<file path="config.mk">
export PLATFORM = sky130hd
export DESIGN_NAME = mem_access_sequencer
export DESIGN_NICKNAME = d
export VERILOG_FILES = /design/src/rtl/mem_access_sequencer.sv
export SDC_FILE = /design/constraint.sdc
export NUM_CORES = 1
export LEC_CHECK = 0
export CORE_MARGIN = 2
export CORE_UTILIZATION = 47
export DETAILED_ROUTE_END_ITERATION = 6
export HOLD_SLACK_MARGIN = 0.06
export PLACE_DENSITY = 0.9
export SETUP_SLACK_MARGIN = 0.4
export SLEW_MARGIN = 20
export SYNTH_ARGS = -nofsm -noshare
export SYNTH_HDL_FRONTEND = slang
export SYNTH_SLANG_ARGS = --single-unit
</file>
<file path="constraint.sdc">
create_clock -name clk -period 3.2 [get_ports clk]
set_input_delay 0.64 -clock clk [delete_from_list [all_inputs] [get_ports clk]]
set_output_delay 0.64 -clock clk [all_outputs]
set_load 0.05 [all_outputs]
</file>
<file path="src/rtl/mem_access_sequencer.sv">
// MEM-stage data-memory sequencer for the pipelined LC-3b: direct and N-level indirect
// accesses, byte-lane stores, and the pipeline-wide stage_advance strobe.
module mem_access_sequencer #(
    parameter int WIDTH          = 16,
    parameter int ADDR_WIDTH     = 16,
    parameter int INDIRECT_DEPTH = 1
) (
    input  logic                  clk,
    input  logic                  reset,
    input  logic                  req_valid,
    input  logic                  req_read,
    input  logic                  req_write,
    input  logic                  req_indirect,
    input  logic                  req_byte,
    input  logic [ADDR_WIDTH-1:0] req_addr,
    input  logic [WIDTH-1:0]      req_wdata,
    input  logic                  i_mem_resp,
    input  logic                  d_mem_resp,
    input  logic [WIDTH-1:0]      d_mem_rdata,
    output logic                  d_mem_read,
    output logic                  d_mem_write,
    output logic [ADDR_WIDTH-1:0] d_mem_address,
    output logic [WIDTH-1:0]      d_mem_wdata,
    output logic [WIDTH/8-1:0]    d_mem_byte_enable,
    output logic [WIDTH-1:0]      rdata,
    output logic                  stage_advance,
    output logic                  busy
);

    localparam int LANES       = WIDTH / 8;
    localparam int LANE_BITS   = (LANES > 1) ? $clog2(LANES) : 1;
    localparam int LEVEL_W     = (INDIRECT_DEPTH > 0) ? $clog2(INDIRECT_DEPTH + 1) : 1;
    localparam bit INDIRECT_EN = (INDIRECT_DEPTH > 0);

    localparam logic [LEVEL_W-1:0] LEVEL_LAST = LEVEL_W'(INDIRECT_DEPTH);
    localparam logic [LEVEL_W-1:0] LEVEL_ONE  = LEVEL_W'(1);

    localparam logic [1:0] IDLE   = 2'd0;
    localparam logic [1:0] PTR    = 2'd1;
    localparam logic [1:0] ACCESS = 2'd2;
    localparam logic [1:0] WAIT_I = 2'd3;

    logic [1:0]            state;
    logic [1:0]            next_state;
    logic [LEVEL_W-1:0]    level;
    logic [LEVEL_W-1:0]    level_next;
    logic                  i_done;
    logic [ADDR_WIDTH-1:0] ptr;

    logic                  lat_write;
    logic                  lat_byte;
    logic                  lat_indirect;
    logic [ADDR_WIDTH-1:0] lat_addr;
    logic [WIDTH-1:0]      lat_wdata;

    logic                  mem_op;
    logic                  req_is_write;
    logic                  req_ind;
    logic                  i_ready;

    logic                  rd;
    logic                  wr;
    logic                  advance;
    logic                  load_ptr;
    logic                  load_rdata;
    logic                  final_write;
    logic                  cur_byte;
    logic [WIDTH-1:0]      cur_wdata;
    logic [ADDR_WIDTH-1:0] cur_addr;
    logic [LANE_BITS-1:0]  lane;

    // Read wins over write when both are requested
    assign mem_op       = req_valid & (req_read | req_write);
    assign req_is_write = req_write & ~req_read;
    assign req_ind      = req_indirect & INDIRECT_EN;
    assign i_ready      = i_mem_resp | i_done;

    always_comb begin
        next_state  = state;
        level_next  = level;
        rd          = 1'b0;
        wr          = 1'b0;
        advance     = 1'b0;
        load_ptr    = 1'b0;
        load_rdata  = 1'b0;
        final_write = 1'b0;
        cur_byte    = 1'b0;
        cur_wdata   = lat_wdata;
        cur_addr    = lat_addr;

        case (state)
            IDLE: begin
                cur_addr  = req_addr;
                cur_wdata = req_wdata;
                if (!mem_op) begin
                    advance = i_mem_resp;
                end else if (req_ind) begin
                    // Pointer reads are always word reads, even for a store
                    rd = 1'b1;
                    if (d_mem_resp) begin
                        load_ptr   = 1'b1;
                        level_next = LEVEL_ONE;
                        next_state = (LEVEL_ONE == LEVEL_LAST) ? ACCESS : PTR;
                    end else begin
                        level_next = '0;
                        next_state = PTR;
                    end
                end else begin
                    rd          = ~req_is_write;
                    wr          = req_is_write;
                    final_write = req_is_write;
                    cur_byte    = req_byte;
                    if (d_mem_resp) begin
                        load_rdata = ~req_is_write;
                        if (i_mem_resp) begin
                            advance = 1'b1;
                        end else begin
                            next_state = WAIT_I;
                        end
                    end else begin
                        next_state = ACCESS;
                    end
                end
            end

            PTR: begin
                rd       = 1'b1;
                cur_addr = (level == '0) ? lat_addr : ptr;
                if (d_mem_resp) begin
                    load_ptr   = 1'b1;
                    level_next = level + LEVEL_ONE;
                    if (level + LEVEL_ONE == LEVEL_LAST) begin
                        next_state = ACCESS;
                    end
                end
            end

            ACCESS: begin
                cur_addr    = lat_indirect ? ptr : lat_addr;
                rd          = ~lat_write;
                wr          = lat_write;
                final_write = lat_write;
                cur_byte    = lat_byte;
                if (d_mem_resp) begin
                    load_rdata = ~lat_write;
                    if (i_ready) begin
                        advance    = 1'b1;
                        next_state = IDLE;
                    end else begin
                        next_state = WAIT_I;
                    end
                end
            end

            WAIT_I: begin
                if (i_ready) begin
                    advance    = 1'b1;
                    next_state = IDLE;
                end
            end

            default: begin
                next_state = IDLE;
            end
        endcase
    end

    assign lane = cur_addr[LANE_BITS-1:0];

    // Byte stores get a one-hot enable and the low byte copied into every lane
    always_comb begin
        d_mem_byte_enable = '1;
        d_mem_wdata       = cur_wdata;
        if (cur_byte) begin
            d_mem_wdata = {LANES{cur_wdata[7:0]}};
            if (final_write && (LANES > 1)) begin
                d_mem_byte_enable = LANES'(1) << lane;
            end
        end
    end

    assign d_mem_address = cur_addr;
    assign d_mem_read    = rd & ~reset;
    assign d_mem_write   = wr & ~reset;
    assign stage_advance = advance & ~reset;
    assign busy          = (state != IDLE) & ~reset;

    always_ff @(posedge clk or posedge reset) begin
        if (reset) begin
            state        <= IDLE;
            level        <= '0;
            i_done       <= 1'b0;
            ptr          <= '0;
            rdata        <= '0;
            lat_write    <= 1'b0;
            lat_byte     <= 1'b0;
            lat_indirect <= 1'b0;
            lat_addr     <= '0;
            lat_wdata    <= '0;
        end else begin
            state <= next_state;
            level <= level_next;
            if (load_ptr) begin
                ptr <= d_mem_rdata[ADDR_WIDTH-1:0];
            end
            if (load_rdata) begin
                rdata <= d_mem_rdata;
            end
            // Remember an early fetch completion until the stage can advance
            if (advance) begin
                i_done <= 1'b0;
            end else if ((state != IDLE) && i_mem_resp) begin
                i_done <= 1'b1;
            end
            if ((state == IDLE) && mem_op) begin
                lat_write    <= req_is_write;
                lat_byte     <= req_byte;
                lat_indirect <= req_ind;
                lat_addr     <= req_addr;
                lat_wdata    <= req_wdata;
            end
        end
    end

endmodule

</file>
## Word-level counts from Yosys, hierarchy flattened

Index checks and enable logic that the tools add are counted.

- Memories: 0
- Input port bits: 57
- Register bits: 71
- RAM bits: 0
- Output and inout bits: 54
- Latch bits: 0
- ROM bits: 0

- Eq/ne operators: 10
- Multipliers: 0
- Reductions and logical operators: 8
- Shift-type cells: 1
- Add/sub/neg operators: 1
- Divide/modulo/power cells: 0
- $lt $le $gt $ge: 0
- Muxes and demuxes: 49
- Bitwise logic cells: 12

Operators by type and width:

| operator | count |
|---|---|
| 16-bit 2-to-1 mux | 4 |
| 16-bit case mux with 3 select lines | 1 |
| 1-bit 2-to-1 mux | 24 |
| 2-bit 2-to-1 mux | 12 |
| 2-bit != test, second input constant | 6 |
| 1-bit case mux with 2 select lines | 5 |
| 2-bit case mux with 4 select lines | 1 |
| 1-bit bitwise AND | 6 |
| 1-bit case mux with 3 select lines | 2 |
| 6-bit AND reduction | 1 |
| 2-bit nonzero test | 3 |
| 2-bit equality test, second input constant | 2 |
| 4-bit != test, second input constant | 1 |
| 1-bit inverter | 4 |
| 4-bit AND reduction | 1 |
| 2-bit by 1-bit equality test with 1-bit output, second input constant | 1 |
| 1-bit logical AND | 2 |
| 2-bit zero test | 1 |
| 1-bit bitwise OR | 2 |
| 1-bit by 1-bit left shift with 2-bit output, first input constant | 1 |
| 1-bit adder, second input constant | 1 |

## Depth between registers and ports, before layout

- Depth after elaboration: 7
- Depth in mapped cells: 6
- Gate-level depth less buffers: 6

## Least setup slack after synthesis

OpenSTA, ideal clock, no wires.

- Kind: register -> output
- Start: reg state[1]
- End: out stage_advance
- Data required time: 2,560 ps
- Stages on the path, launching flop included: 7
- Setup slack: 487 ps
- Data arrival time: 2,073 ps
- Cell sequence: dfrtp_1 -> buf_4 -> nor2_2 -> buf_2 -> buf_4 -> nand3_1 -> a21oi_1

- Word-level cells in the longest chain between the ends: 3
- Elaborated cells on any way between the ends: 5
- Those cells by class: eq/ne: 2; mux: 1; bitwise: 1; reduce/logical: 1

Ends and longest elaborated chain:

| element | line | text |
|---|---|---|
| start, declared | 43 | `logic [1:0] state;` |
| start signal, assigned | 201 | `state <= next_state;` |
| 2-bit equality test or 2-bit zero test (tied branches) | 91 | `case (state)` |
| 1-bit case mux with 3 select lines * | 91 |  |
| 1-bit bitwise AND * | 185 | `assign stage_advance = advance & ~reset;` |
| end, declared | 26 | `output logic stage_advance,` |

Every way passes the cells marked *; elsewhere a longest branch is shown, timed or not.

## Worst setup path in the final report

- Start: in reset
- End: out busy

- Word-level cells in the longest chain between the ends: 2

Ends and longest elaborated chain:

| element | line | text |
|---|---|---|
| start, declared | 9 | `input logic reset,` |
| 1-bit inverter | 186 | `assign busy = (state != IDLE) & ~reset;` |
| 1-bit bitwise AND | 186 |  |
| end, declared | 27 | `output logic busy` |

No other way between the ends.

==> impl_metrics.json <==
{
  "outcome": "complete, no violations",
  "placementRows": 31,
  "syn2layout_area_growth_pct": 47.3,
  "die_y_um": 91.3,
  "cts_sinks": 71,
  "die_w_um": 91.3,
  "synthAdderAreaFrac_pct": 0.699,
  "critPathTopFamily": "buffers and inverters",
  "path_class": "in -> out",
  "ys_warn_count": 0,
  "syn-instance-count": 275,
  "tightestPinTransition_ns": 0.697,
  "synth_xor_xnor_area_share_pct": 0,
  "cpMaxStageDelayCell": "clkdlybuf4s50_1",
  "diodes": 0,
  "crit_chain": "clkdlybuf4s50_1 -> nor2_1 -> clkdlybuf4s50_1",
  "synth-seq-area-share_pct": 49.6,
  "ctsRootBufferMaster": "clkbuf_8",
  "setup-violations-final": 0,
  "synth_flop_cell": "dfrtp_1",
  "synth-edff-count": 0,
  "core_area_um2": 7330,
  "drtAntennaViolNets": 0,
  "syn_area_per_cell_um2": 13.0,
  "initial_utilization_pct": 48.8,
  "grt_pass1_wl_um": 14500,
  "async_reset_ff_share_pct": 100,
  "grt_max_degree": 41,
  "finalWirelength_um": 8990,
  "ios": 111,
  "syn_area_um2": 3580,
  "cts_tree": "done",
  "setup_tns_ns": 0,
  "die_area_um2": 8330,
  "synthMuxAreaShare_pct": 30.3,
  "period_minus_slack_ns": 2.75,
  "max_freq_ghz": 0.364,
  "worst_skew_pair.late_latency_ns": 0.34,
  "drive_above_1_share_pct": 43.0,
  "maxCapViolCount": 0,
  "slowest_delay_ns": 0.80,
  "vias_per_cell": 5.48,
  "relSlewSlack_pct": 53.5,
  "worst-path-buf-inv": 2,
  "gp_congestion": 0.868,
  "antenna_found_initial": 0,
  "grt_pass1_vias": 2903,
  "place_ws_ns": 0.157,
  "synth_compound_area_share_pct": 9.02,
  "numCtsBuffers": 9,
  "holdBufCountCts": 0,
  "regArea_um2": 1780,
  "layout_setup_ws_ns": 0.453,
  "synth_nets": 334,
  "final_common_cell": "mux2_2",
  "end_kind": "output port",
  "hpwl_um": 6320,
  "multi_input_area_um2": 1640,
  "cts_max_level": 3,
  "final_nets": 461,
  "worstPathArrival_ns": 2.11,
  "final_cell_mix": "77 x mux2_2, 69 x dfrtp_1, 67 x clkdlybuf4s50_1",
  "synth_cell_types": 40,
  "vias": 2771,
  "clk_pin_slew_worst_paths_ns": 0.08,
  "worst_clock_skew_ns": 0.0127,
  "port_buffers": 110,
  "synthSimpleGateAreaFrac_pct": 5.17,
  "min_path_type": "reg -> reg",
  "ys_seq_elements": 71,
  "min_period_over_period_pct": 85.9,
  "start_kind": "input port",
  "overflow": 0,
  "drt_iter0_markers": 185,
  "hold_viol_final": 0,
  "rsz0062_at_grt": "no",
  "grt_usage_pct": 22.2,
  "clk_path_buf_depth": 2,
  "critical_path.max_fanout": 5,
  "wl_per_cell_um": 17.8,
  "crit_top_cell": "clkdlybuf4s50_1",
  "nFillCells": 471,
  "drtPass1Iterations": 6,
  "report.final.slew_viol_count": 0,
  "synth_top_family_by_area": "multiplexers",
  "drc": 0,
  "critPathRequiredTime_ns": 2.56
}
-- state kept, by name, indices dropped and copies added, names as in the netlist --
name          flops
lat_wdata        16
i_done            1
state             2
lat_indirect      1
lat_addr         16
lat_write         1
level             1
ptr              16
lat_byte          1
rdata            16
-- per-layer routing --
layer	track usage [%]	share of wire, %	vias to the layer above
li1	-	-	1267
met1	28.3	43	1378
met2	36.2	49	114
met3	6.22	6.8	12
met4	7.70	1.7	0
met5	0	0	-
-- kinds of logic after synthesis --
| group | Yosys count |
|---|---|
| AOI/OAI and AO/OA | 40 |
| adders and majority gates | 2 |
| DFF | 71 |
| buffers and inverters | 34 |
| and+or+nand+nor | 36 |
| muxes | 92 |
-- final timing paths --
| path | startpoint | cells past startpoint | slack (ns) | endpoint |
|---|---|---|---|---|
| setup / recovery | reset | 3 | 0.45 | busy |
| hold / removal | rdata[2] | 1 | 0.51 | rdata[2] |
| setup reg to reg | state[1] | 6 | 1.36 | rdata[0] |
| hold reg to reg | rdata[2] | 1 | 0.51 | rdata[2] |
| max in group asynchronous | reset | 3 | 1.64 | state[1] |
| min in group asynchronous | reset | 2 | 0.87 | rdata[12] |
-- what timing repair did --
item                                    CTS  global route
gates cloned                              0             0
endpoints found under the setup margin   28            21
hold endpoints to repair                  0             0
buffers inserted                          4             5
pin swaps                                 3             1
resized for setup                        11             9
-- metrics by stage --
stage / cells / utilization [%] / hold slack [ns] / cell area, um2
2_1_floorplan: 275 / - / 0.459 / 3580
6_report: 506 / 71.9 / 0.513 / 5270
4_1_cts: 501 / 71.0 / 0.516 / 5200
5_1_grt: 506 / 71.9 / 0.527 / 5270
3_5_place_dp: 481 / 67.8 / 0.496 / 4970
3_3_place_gp: 481 / 67.8 / 0.469 / 4970
-- cell type report --
cell class | count | share of cell area, %
clock buffer | 11 | 2.87
clock inverter | 5 | 0.735
inverter | 19 | 1.35
multi-input combinational | 170 | 31.2
sequential | 71 | 33.7
tap | 99 | 2.35
timing repair buffer | 131 | 27.8
-- cell usage after synthesis (2+ instances only) --
master    number  area share [%]
mux2_2        77              24
dfrtp_1       71              50
inv_1         19             2.0
a222oi_1      15             4.2
mux2_4        10             4.2
nor2_1        10             1.0
nand2_1        9            0.94
a21oi_1        6            0.84
buf_2          6            0.84
buf_4          5             1.0
mux2_1         4             1.3
nor2b_1        4            0.70
o21ai_0        4            0.56
a21oi_2        2            0.49
a32oi_1        2            0.49
buf_6          2            0.63
ha_1           2            0.70
nand2b_1       2            0.35
nand3_1        2            0.28
nor2_2         2            0.35
or3_1          2            0.35
Power is not shown: default switching activity piles up to over one toggle a cycle in this logic, so the estimate is an artifact.
